File: src/rtl/regseq_pkg.sv
// Shared definitions for the register-operation sequencer: default widths,
// opcode values and the sequencer state encoding.
package regseq_pkg;

  localparam int DEF_DATA_W = 32;
  localparam int DEF_ADDR_W = 5;

  localparam logic [3:0] OP_ADD = 4'd0;
  localparam logic [3:0] OP_SUB = 4'd1;
  localparam logic [3:0] OP_AND = 4'd2;
  localparam logic [3:0] OP_OR  = 4'd3;
  localparam logic [3:0] OP_XOR = 4'd4;
  localparam logic [3:0] OP_SLT = 4'd5;
  localparam logic [3:0] OP_SLL = 4'd6;
  localparam logic [3:0] OP_SRL = 4'd7;
  localparam logic [3:0] OP_LI  = 4'd8;

  typedef enum logic [1:0] {
    ST_IDLE  = 2'd0,
    ST_READ  = 2'd1,
    ST_EXEC  = 2'd2,
    ST_WRITE = 2'd3
  } state_e;

endpackage

File: src/rtl/regseq_alu.sv
// Combinational ALU for the sequencer; opcodes 9-15 flag illegal and yield 0.
module regseq_alu
  import regseq_pkg::*;
#(
  parameter int DATA_W = DEF_DATA_W
) (
  input  logic [3:0]        op_i,
  input  logic [DATA_W-1:0] a_i,
  input  logic [DATA_W-1:0] b_i,
  input  logic [DATA_W-1:0] imm_i,
  output logic [DATA_W-1:0] result_o,
  output logic              illegal_o
);

  always_comb begin
    result_o  = '0;
    illegal_o = 1'b0;
    case (op_i)
      OP_ADD: result_o = a_i + b_i;
      OP_SUB: result_o = a_i - b_i;
      OP_AND: result_o = a_i & b_i;
      OP_OR:  result_o = a_i | b_i;
      OP_XOR: result_o = a_i ^ b_i;
      OP_SLT: result_o = {{(DATA_W-1){1'b0}}, ($signed(a_i) < $signed(b_i))};
      // Shift amount is only the low five bits of the second operand
      OP_SLL: result_o = a_i << b_i[4:0];
      OP_SRL: result_o = a_i >> b_i[4:0];
      OP_LI:  result_o = imm_i;
      default: illegal_o = 1'b1;
    endcase
  end

endmodule

File: src/rtl/regfile_seq.sv
// Sequencer that runs one register-to-register command through the register
// file per handshake: READ presents addresses, EXEC latches the ALU, WRITE commits.
module regfile_seq
  import regseq_pkg::*;
#(
  parameter int DATA_W = DEF_DATA_W,
  parameter int ADDR_W = DEF_ADDR_W
) (
  input  logic              clk,
  input  logic              rst,
  input  logic              in_valid,
  output logic              in_ready,
  input  logic [3:0]        in_op,
  input  logic [ADDR_W-1:0] in_rs,
  input  logic [ADDR_W-1:0] in_rt,
  input  logic [ADDR_W-1:0] in_rd,
  input  logic [DATA_W-1:0] in_imm,
  output logic [ADDR_W-1:0] rf_readReg1,
  output logic [ADDR_W-1:0] rf_readReg2,
  input  logic [DATA_W-1:0] rf_readData1,
  input  logic [DATA_W-1:0] rf_readData2,
  output logic              rf_write,
  output logic [ADDR_W-1:0] rf_writeReg,
  output logic [DATA_W-1:0] rf_writeData,
  output logic              out_valid,
  output logic [ADDR_W-1:0] out_rd,
  output logic [DATA_W-1:0] out_result,
  output logic              out_err,
  output logic              busy
);

  state_e            state_q, state_d;
  logic [3:0]        op_q, op_d;
  logic [ADDR_W-1:0] rs_q, rs_d;
  logic [ADDR_W-1:0] rt_q, rt_d;
  logic [ADDR_W-1:0] rd_q, rd_d;
  logic [DATA_W-1:0] imm_q, imm_d;
  logic [DATA_W-1:0] result_q, result_d;
  logic              err_q, err_d;

  logic [DATA_W-1:0] aluResult;
  logic              aluIllegal;

  regseq_alu #(.DATA_W(DATA_W)) u_alu (
    .op_i      (op_q),
    .a_i       (rf_readData1),
    .b_i       (rf_readData2),
    .imm_i     (imm_q),
    .result_o  (aluResult),
    .illegal_o (aluIllegal)
  );

  always_ff @(posedge clk or posedge rst) begin
    if (rst) begin
      state_q  <= ST_IDLE;
      op_q     <= '0;
      rs_q     <= '0;
      rt_q     <= '0;
      rd_q     <= '0;
      imm_q    <= '0;
      result_q <= '0;
      err_q    <= 1'b0;
    end else begin
      state_q  <= state_d;
      op_q     <= op_d;
      rs_q     <= rs_d;
      rt_q     <= rt_d;
      rd_q     <= rd_d;
      imm_q    <= imm_d;
      result_q <= result_d;
      err_q    <= err_d;
    end
  end

  always_comb begin
    state_d  = state_q;
    op_d     = op_q;
    rs_d     = rs_q;
    rt_d     = rt_q;
    rd_d     = rd_q;
    imm_d    = imm_q;
    result_d = result_q;
    err_d    = err_q;
    case (state_q)
      ST_IDLE: begin
        if (in_valid) begin
          op_d    = in_op;
          rs_d    = in_rs;
          rt_d    = in_rt;
          rd_d    = in_rd;
          imm_d   = in_imm;
          state_d = ST_READ;
        end
      end
      ST_READ:  state_d = ST_EXEC;
      ST_EXEC: begin
        result_d = aluResult;
        err_d    = aluIllegal;
        state_d  = ST_WRITE;
      end
      ST_WRITE: state_d = ST_IDLE;
      default:  state_d = ST_IDLE;
    endcase
  end

  // All outputs come from registers or the state register, never from in_*
  assign in_ready     = (state_q == ST_IDLE) && !rst;
  assign busy         = (state_q != ST_IDLE);
  assign rf_readReg1  = rs_q;
  assign rf_readReg2  = rt_q;
  assign rf_write     = (state_q == ST_WRITE) && !err_q && (rd_q != '0);
  assign rf_writeReg  = rd_q;
  assign rf_writeData = result_q;
  assign out_valid    = (state_q == ST_WRITE);
  assign out_rd       = rd_q;
  assign out_result   = result_q;
  assign out_err      = (state_q == ST_WRITE) && err_q;

endmodule

File: config.mk
export PLATFORM = sky130hd
export DESIGN_NAME = regfile_seq
export DESIGN_NICKNAME = d
export VERILOG_FILES = /design/src/rtl/regseq_pkg.sv /design/src/rtl/regseq_alu.sv /design/src/rtl/regfile_seq.sv
export SDC_FILE = /design/constraint.sdc
export NUM_CORES = 1
export LEC_CHECK = 0
export BUFFER_PORTS_ARGS = -buffer_cell sky130_fd_sc_hd__buf_4
export CORE_MARGIN = 2
export CORE_UTILIZATION = 40
export CTS_CLUSTER_DIAMETER = 120
export CTS_CLUSTER_SIZE = 40
export DETAILED_ROUTE_END_ITERATION = 6
export GPL_TIMING_DRIVEN = 0
export PLACE_DENSITY_LB_ADDON = 0.25
export SLEW_MARGIN = 20
export SYNTH_ARGS = -nofsm -noshare
export SYNTH_HDL_FRONTEND = slang
export SYNTH_SLANG_ARGS = --single-unit
File: constraint.sdc
create_clock -name clk -period 5.33 [get_ports clk]
set_input_delay 0.7995 -clock clk [delete_from_list [all_inputs] [get_ports clk]]
set_output_delay 0.7995 -clock clk [all_outputs]
set_load 0.05 [all_outputs]
==> results.cfg, run 1 <==
[status]
status = finished, final reports clean

[power]
total_power_uw = 6480
p_leak_uw = 0.006499
p_per_area_nw_per_um2 = 447.1
irDropWorstVdd_mv = 0.3574

[die]
die_x_um = 178.1
die_h_um = 178.1
core_um2 = 29720
initial_core_util_pct = 40.78
io_pins = 207
dieArea_um2 = 31700
rows = 63

[grt]
grt_pass1_wl_mm = 87.93
track_usage_pct = 38.39
grt_pass1_vias = 13230
gr-total-overflow = 0
antenna_found_initial = 2
grt_max_degree = 48

[logic_synthesis]
ys_dominant_reg_cell = dfrtp_1
syn_nets = 1774
avgSynthCellArea_um2 = 7.803
synth_edf_count = 0
ys_seq_elements = 86
seq_area_frac_synth_pct = 17.76
synth_warnings = 0
ys_async_sr_fraction_pct = 100.0
yosysUniqueCellTypes = 77
netlist_instances = 1553
synthesis.area_um2 = 12120

[layout]
nNetsFinal = 1991
syn2layout_area_growth_pct = 19.62
regArea_um2 = 2152
design_area_um2 = 14500
final_cell_mix = buf_4, nor2_1, nand2_1
drive_gt1_share_pct = 23.61
n_fill_cell = 3020
stdcell_count = 2166
multi_input_area_um2 = 8776
layout_commonest_cell = buf_4

[clock_tree]
insertion_delay_ns = 0.39
clockBufferDepth = 2
cts_tree = built
cts-root-buf = clkbuf_16
ctsHoldBuffers = 0
cts.clk_slew.worst_paths_ns = 0.08
htreeDepth = 3
cts_buffers = 9
clock-sinks = 86

[detailed_routing]
wl_met3_mm = 6.299
ant_nets = 0
dr_wl_met2_mm = 27.41
vias_per_cell = 6.494
wl_met1_mm = 25.16
firstDrtPassIters = 6
vias = 14070
wire_per_inst_um = 28.30
totalWireLength_mm = 61.30
drtIter0Drc = 1867
routed.top_layer = met5
drc = 0

[critical_path]
ff2ff_path_depth = 10
crit_path_end_kind = flip-flop
crit_required_ns = 5.65
critPathKind = input port to flip-flop
r2r_start = op_q[2]
cp.arrival_ns = 5.37
regToRegSetupSlack_ns = 1.13
cp_max_fo = 11
crit_path_start_kind = input port
worst_r2r_endpoint = out_result[7]

[sta]
hold_viol = 0
rsz0062_at_grt = no
slew-limit-headroom_pct = 21.32
fin_crit_sh_pct = 94.82
whs_ns = 0.4666
tightest_slew_ns = 1.150
fmax_mhz = 197.9
maxSlewViolCount = 0
setup_violations = 0
skew_ns = 0.01566
timing.final.crit_period_ns = 5.054

[placement]
place_hpwl_mm = 50.24
place.gp.congestion = 1.028
post_dp_cell_area_um2 = 14190
io_buffer_count = 206
dp.cells = 2150

[flow_run]
maxCapViolCount = 0

[hold_path]
holdCritPathClass = input port to async pin
-- state kept, by name, indices dropped and copies added (netlist names) --
register	flops
err_q	1
imm_q	32
op_q	4
out_rd	5
out_result	32
rf_readReg1	5
rf_readReg2	5
state_q	2
-- layer usage --
| layer | vias up | global-route usage [%] |
|---|---|---|
| li1 | 6144 | - |
| met1 | 6861 | 52.39 |
| met2 | 904 | 59.93 |
| met3 | 154 | 7.246 |
| met4 | 2 | 14.75 |
| met5 | - | 0 |
-- through the flow --
step	setup WS, ns	util, %	TNS (ns)
final	0.2762	48.78	0
after global routing	0.06708	48.77	0
after CTS	0.1717	48.74	0
after detailed placement	-0.2449	47.75	-0.6172
after global placement	-0.2846	47.62	-0.7688
after floorplan	1.137	-	0
-- how the worst max path moves through the flow --
stage	from	end	slack (ns)	cells after the start
global route	rf_readData2[1]	out_result[27]	0.07	16
floorplan	rf_readData2[2]	out_result[30]	1.14	16
global placement	rf_readData2[2]	out_result[30]	-0.28	17
finish	rf_readData2[1]	out_result[27]	0.28	16
CTS	rf_readData2[2]	out_result[30]	0.17	17
detailed placement	rf_readData2[2]	out_result[30]	-0.24	17
-- area by class of cell --
| cell class | count | area share, % |
|---|---|---|
| Multi-Input combinational cell | 1199 | 60.54 |
| Sequential cell | 86 | 14.85 |
| Timing Repair Buffer | 207 | 10.86 |
| Buffer | 147 | 5.205 |
| Tap cell | 390 | 3.366 |
| Inverter | 120 | 3.125 |
| Clock buffer | 9 | 1.554 |
| Clock inverter | 7 | 0.4834 |
| Antenna cell | 1 | 0.01726 |
-- Yosys cell counts (35+ instances only) --
library cell	number	area share, %
nor2_1	142	4.4
inv_1	118	3.7
nand2_1	118	3.7
a21oi_1	110	4.5
ha_1	101	10
dfrtp_1	86	18
o21ai_0	82	3.4
mux2_2	78	7.2
clkbuf_1	67	2.1
mux2i_1	54	4.5
buf_4	42	2.6
a211oi_1	36	2.2
o22ai_1	35	1.8
-- critical path: stages --
cell and delay (ns):
buf_4 0.14, buf_2 0.22, inv_1 0.20, buf_2 0.32, buf_2 0.39, buf_2 0.40, ha_1 0.35, nor2_1 0.20
o311a_1 0.23, o311a_1 0.25, o21ai_1 0.18, a31oi_1 0.36, a31oi_1 0.28, o41ai_1 0.47, mux2_2 0.39, a31oi_1 0.17
-- power breakdown --
part           internal, uW  switching, uW
logic                  1530           3010
registers               967            301
clock network           330            337
total                  2830           3650
-- cell families after synthesis --
kind of cell,Yosys count,share of synthesized area (%)
multiplexers,160,16.79
AO/OA/AOI/OAI,496,27.61
XOR/XNOR,5,0.3614
flip-flops,86,17.76
buffers and inverters,268,9.974
adder cells (fa/ha/maj),103,10.76
AND/OR/NAND/NOR,435,16.75
-- what timing repair did --
action / 4_1_cts / 5_1_grt
hold endpoints to repair: 0 / 0
buffers inserted: 0 / 0
endpoints found under the setup margin: 0 / 4
resized for setup: 0 / 1
Power figures use the tool's default switching activity.
==> inputs of run 2 (changes only) <==
--- a/config.mk
+++ b/config.mk
@@ -5,7 +5,9 @@
 export SDC_FILE = /design/constraint.sdc
 export NUM_CORES = 1
 export LEC_CHECK = 0
+export ABC_AREA = 1
 export BUFFER_PORTS_ARGS = -buffer_cell sky130_fd_sc_hd__buf_4
+export CAP_MARGIN = 30
 export CORE_MARGIN = 2
 export CORE_UTILIZATION = 40
 export CTS_CLUSTER_DIAMETER = 120
==> results.cfg, run 2 <==
[placement]
place_hpwl_mm = 60.12
post_dp_cell_area_um2 = 15620
pre_cts_ws_ns = 1.348
io_buffer_count = 206
place.gp.congestion = 1.046

[power]
switchingPower_uw = 3308
p_comb_share_pct = 66.6
clkPwrFrac_pct = 12.5
p_leak_uw = 0.009066
internal_power_uw = 2559
p_seq_share_pct = 20.9
irDropWorstVdd_mv = 0.4038
switching_share_pct = 56.38
p_per_area_nw_per_um2 = 368.2

[flow_run]
maxCapViolCount = 0

[logic_synthesis]
yosysUniqueCellTypes = 48
synth_common_cells = nand2_1, nand3_1, inv_1, nor2_1, ha_1
ys_dominant_reg_cell = dfrtp_1
ys_seq_elements = 86
syn_nets = 2616
synth_warnings = 0
synth_area_leaders = nand2_1, dfrtp_1, nand3_1, ha_1, inv_1
netlist_instances = 2395
yosysMostFrequentCell = nand2_1
netlist.area_leader.share_pct = 21.97
yosysTopAreaCell = nand2_1
seq_area_frac_synth_pct = 15.96
synth_edf_count = 0
synthesis.area_um2 = 13480
avgSynthCellArea_um2 = 5.630
ys_async_sr_fraction_pct = 100.0

[critical_path]
critPathKind = input port to flip-flop
path_cells = buf_4, buf_2, inv_1, buf_2, buf_2, ha_1, buf_2, nor2_1, nand2_1, inv_1, nand2_1, nand2_1, nand2_1, nand2_1, nand2_1, nand2_1, nand2_1, nand3_1, nand3_1, nand2_1, nand2_1
crit_path_start_kind = input port
worst-path-buf-inv = 7
crit_path_end_kind = flip-flop
cp.arrival_ns = 4.05
crit_required_ns = 5.59
cpPeakStageDelay_ns = 0.38
cp_common_cell = nand2_1
cp_max_fo = 11
crit_path_top_delay_cell = buf_2
crit_family = simple AND/OR/NAND/NOR gates

[grt]
grt_max_degree = 49
grt_pass1_vias = 16140
grt_pass1_wl_mm = 103.8
gr-total-overflow = 0
track_usage_pct = 40.24
antenna_found_initial = 1

[sta]
maxSlewViolCount = 0
tns_ns = 0
skew_ns = 0.03470
rsz0062_at_grt = no
fmax_mhz = 263.9
slew-limit-headroom_pct = 37.93
hold_viol = 0
whs_ns = 0.4404
tightest_slew_ns = 0.9310
fin_crit_sh_pct = 71.11
setup_violations = 0
timing.final.crit_period_ns = 3.790
fin_ws_ns = 1.540

[detailed_routing]
ant_nets = 0
totalWireLength_mm = 71.92
routed.top_layer = met4
vias_per_cell = 5.681
wl_met1_mm = 30.10
firstDrtPassIters = 7
vias = 17420
dr_wl_met2_mm = 29.11
drtIter0Drc = 2526
drc = 11
wire_per_inst_um = 23.46
wl_met3_mm = 9.348

[clock_tree]
post_cts_buffers = 0
clock-sinks = 86
cts_tree = built
cts-root-buf = clkbuf_16
htreeDepth = 3
cts_resized = 0
cts.clk_slew.worst_paths_ns = 0.10
insertion_delay_ns = 0.40
ctsHoldBuffers = 0
cts_buffers = 9
clockBufferDepth = 2

[layout]
antennaDiodeCount = 0
layout_commonest_cell = nand2_1
drive_gt1_share_pct = 15.24
nNetsFinal = 2834
multi_input_area_um2 = 9269
final_cell_mix = nand2_1, nand3_1, inv_1
design_area_um2 = 15940
syn2layout_area_growth_pct = 18.20
regArea_um2 = 2152
utilization_pct = 47.76
n_fill_cell = 3655

[die]
io_pins = 207
core_um2 = 33360
die_h_um = 187.6
initial_core_util_pct = 40.41
rows = 67
die_x_um = 187.6
dieArea_um2 = 35190

[status]
status = finished with violations
violations = design-rule violations

[hold_path]
holdCritPathClass = input port to async pin
-- run 2: routing by layer --
layer / vias to the layer above / global-route usage [%]
met3: 189 / 11.42
met1: 7988 / 54.76
met5: - / 0
met4: 0 / 15.84
met2: 1199 / 59.89
li1: 8041 / -
-- run 2: layout make-up --
cell class,instances,area share [%]
Buffer,142,4.978
Clock buffer,11,1.586
Clock inverter,5,0.4004
Inverter,337,7.977
Multi-Input combinational cell,1830,58.16
Sequential cell,86,13.50
Tap cell,448,3.517
Timing Repair Buffer,207,9.877
-- run 2: cell families (layout without fill, tap and decap cells) --
logic type | count (synthesis) | after routing | share of synthesized area (%)
simple gates | 1473 | 1473 | 46.43
buf+inv | 479 | 702 | 15.29
compound gates | 211 | 211 | 9.085
fa+ha+maj | 103 | 103 | 9.670
flops | 86 | 86 | 15.96
mux | 42 | 42 | 3.498
xor+xnor | 1 | 1 | 0.06497
-- run 2: power groups by stage --
stage               clock network, uW  logic, uW  registers [uW]
floorplan                           0       2060            1650
detailed placement                  0       3840            1230
finish                            735       3910            1230
global route                      760       4130            1260
CTS                               742       3850            1220
global placement                    0       3810            1220
-- run 2: path summary, 6_finish.rpt --
check	start	end	slack, ns	depth (start not counted)
hold reg to reg	rf_readReg2[2]	rf_readReg2[2]	0.51	1
max in group asynchronous	rst	out_result[8]	4.23	3
hold / removal	rst	op_q[0]	0.44	2
min in group clk	rf_readReg2[2]	rf_readReg2[2]	0.51	1
setup reg to reg	op_q[3]	out_result[18]	2.39	8
setup / recovery	rf_readData2[3]	out_result[31]	1.54	21
-- run 2: per-stage QoR --
step,total power (uW),instances
2_1_floorplan,3712,2395
3_3_place_gp,5024,3049
3_5_place_dp,5066,3050
4_1_cts,5808,3066
5_1_grt,6144,3066
6_report,5868,3066
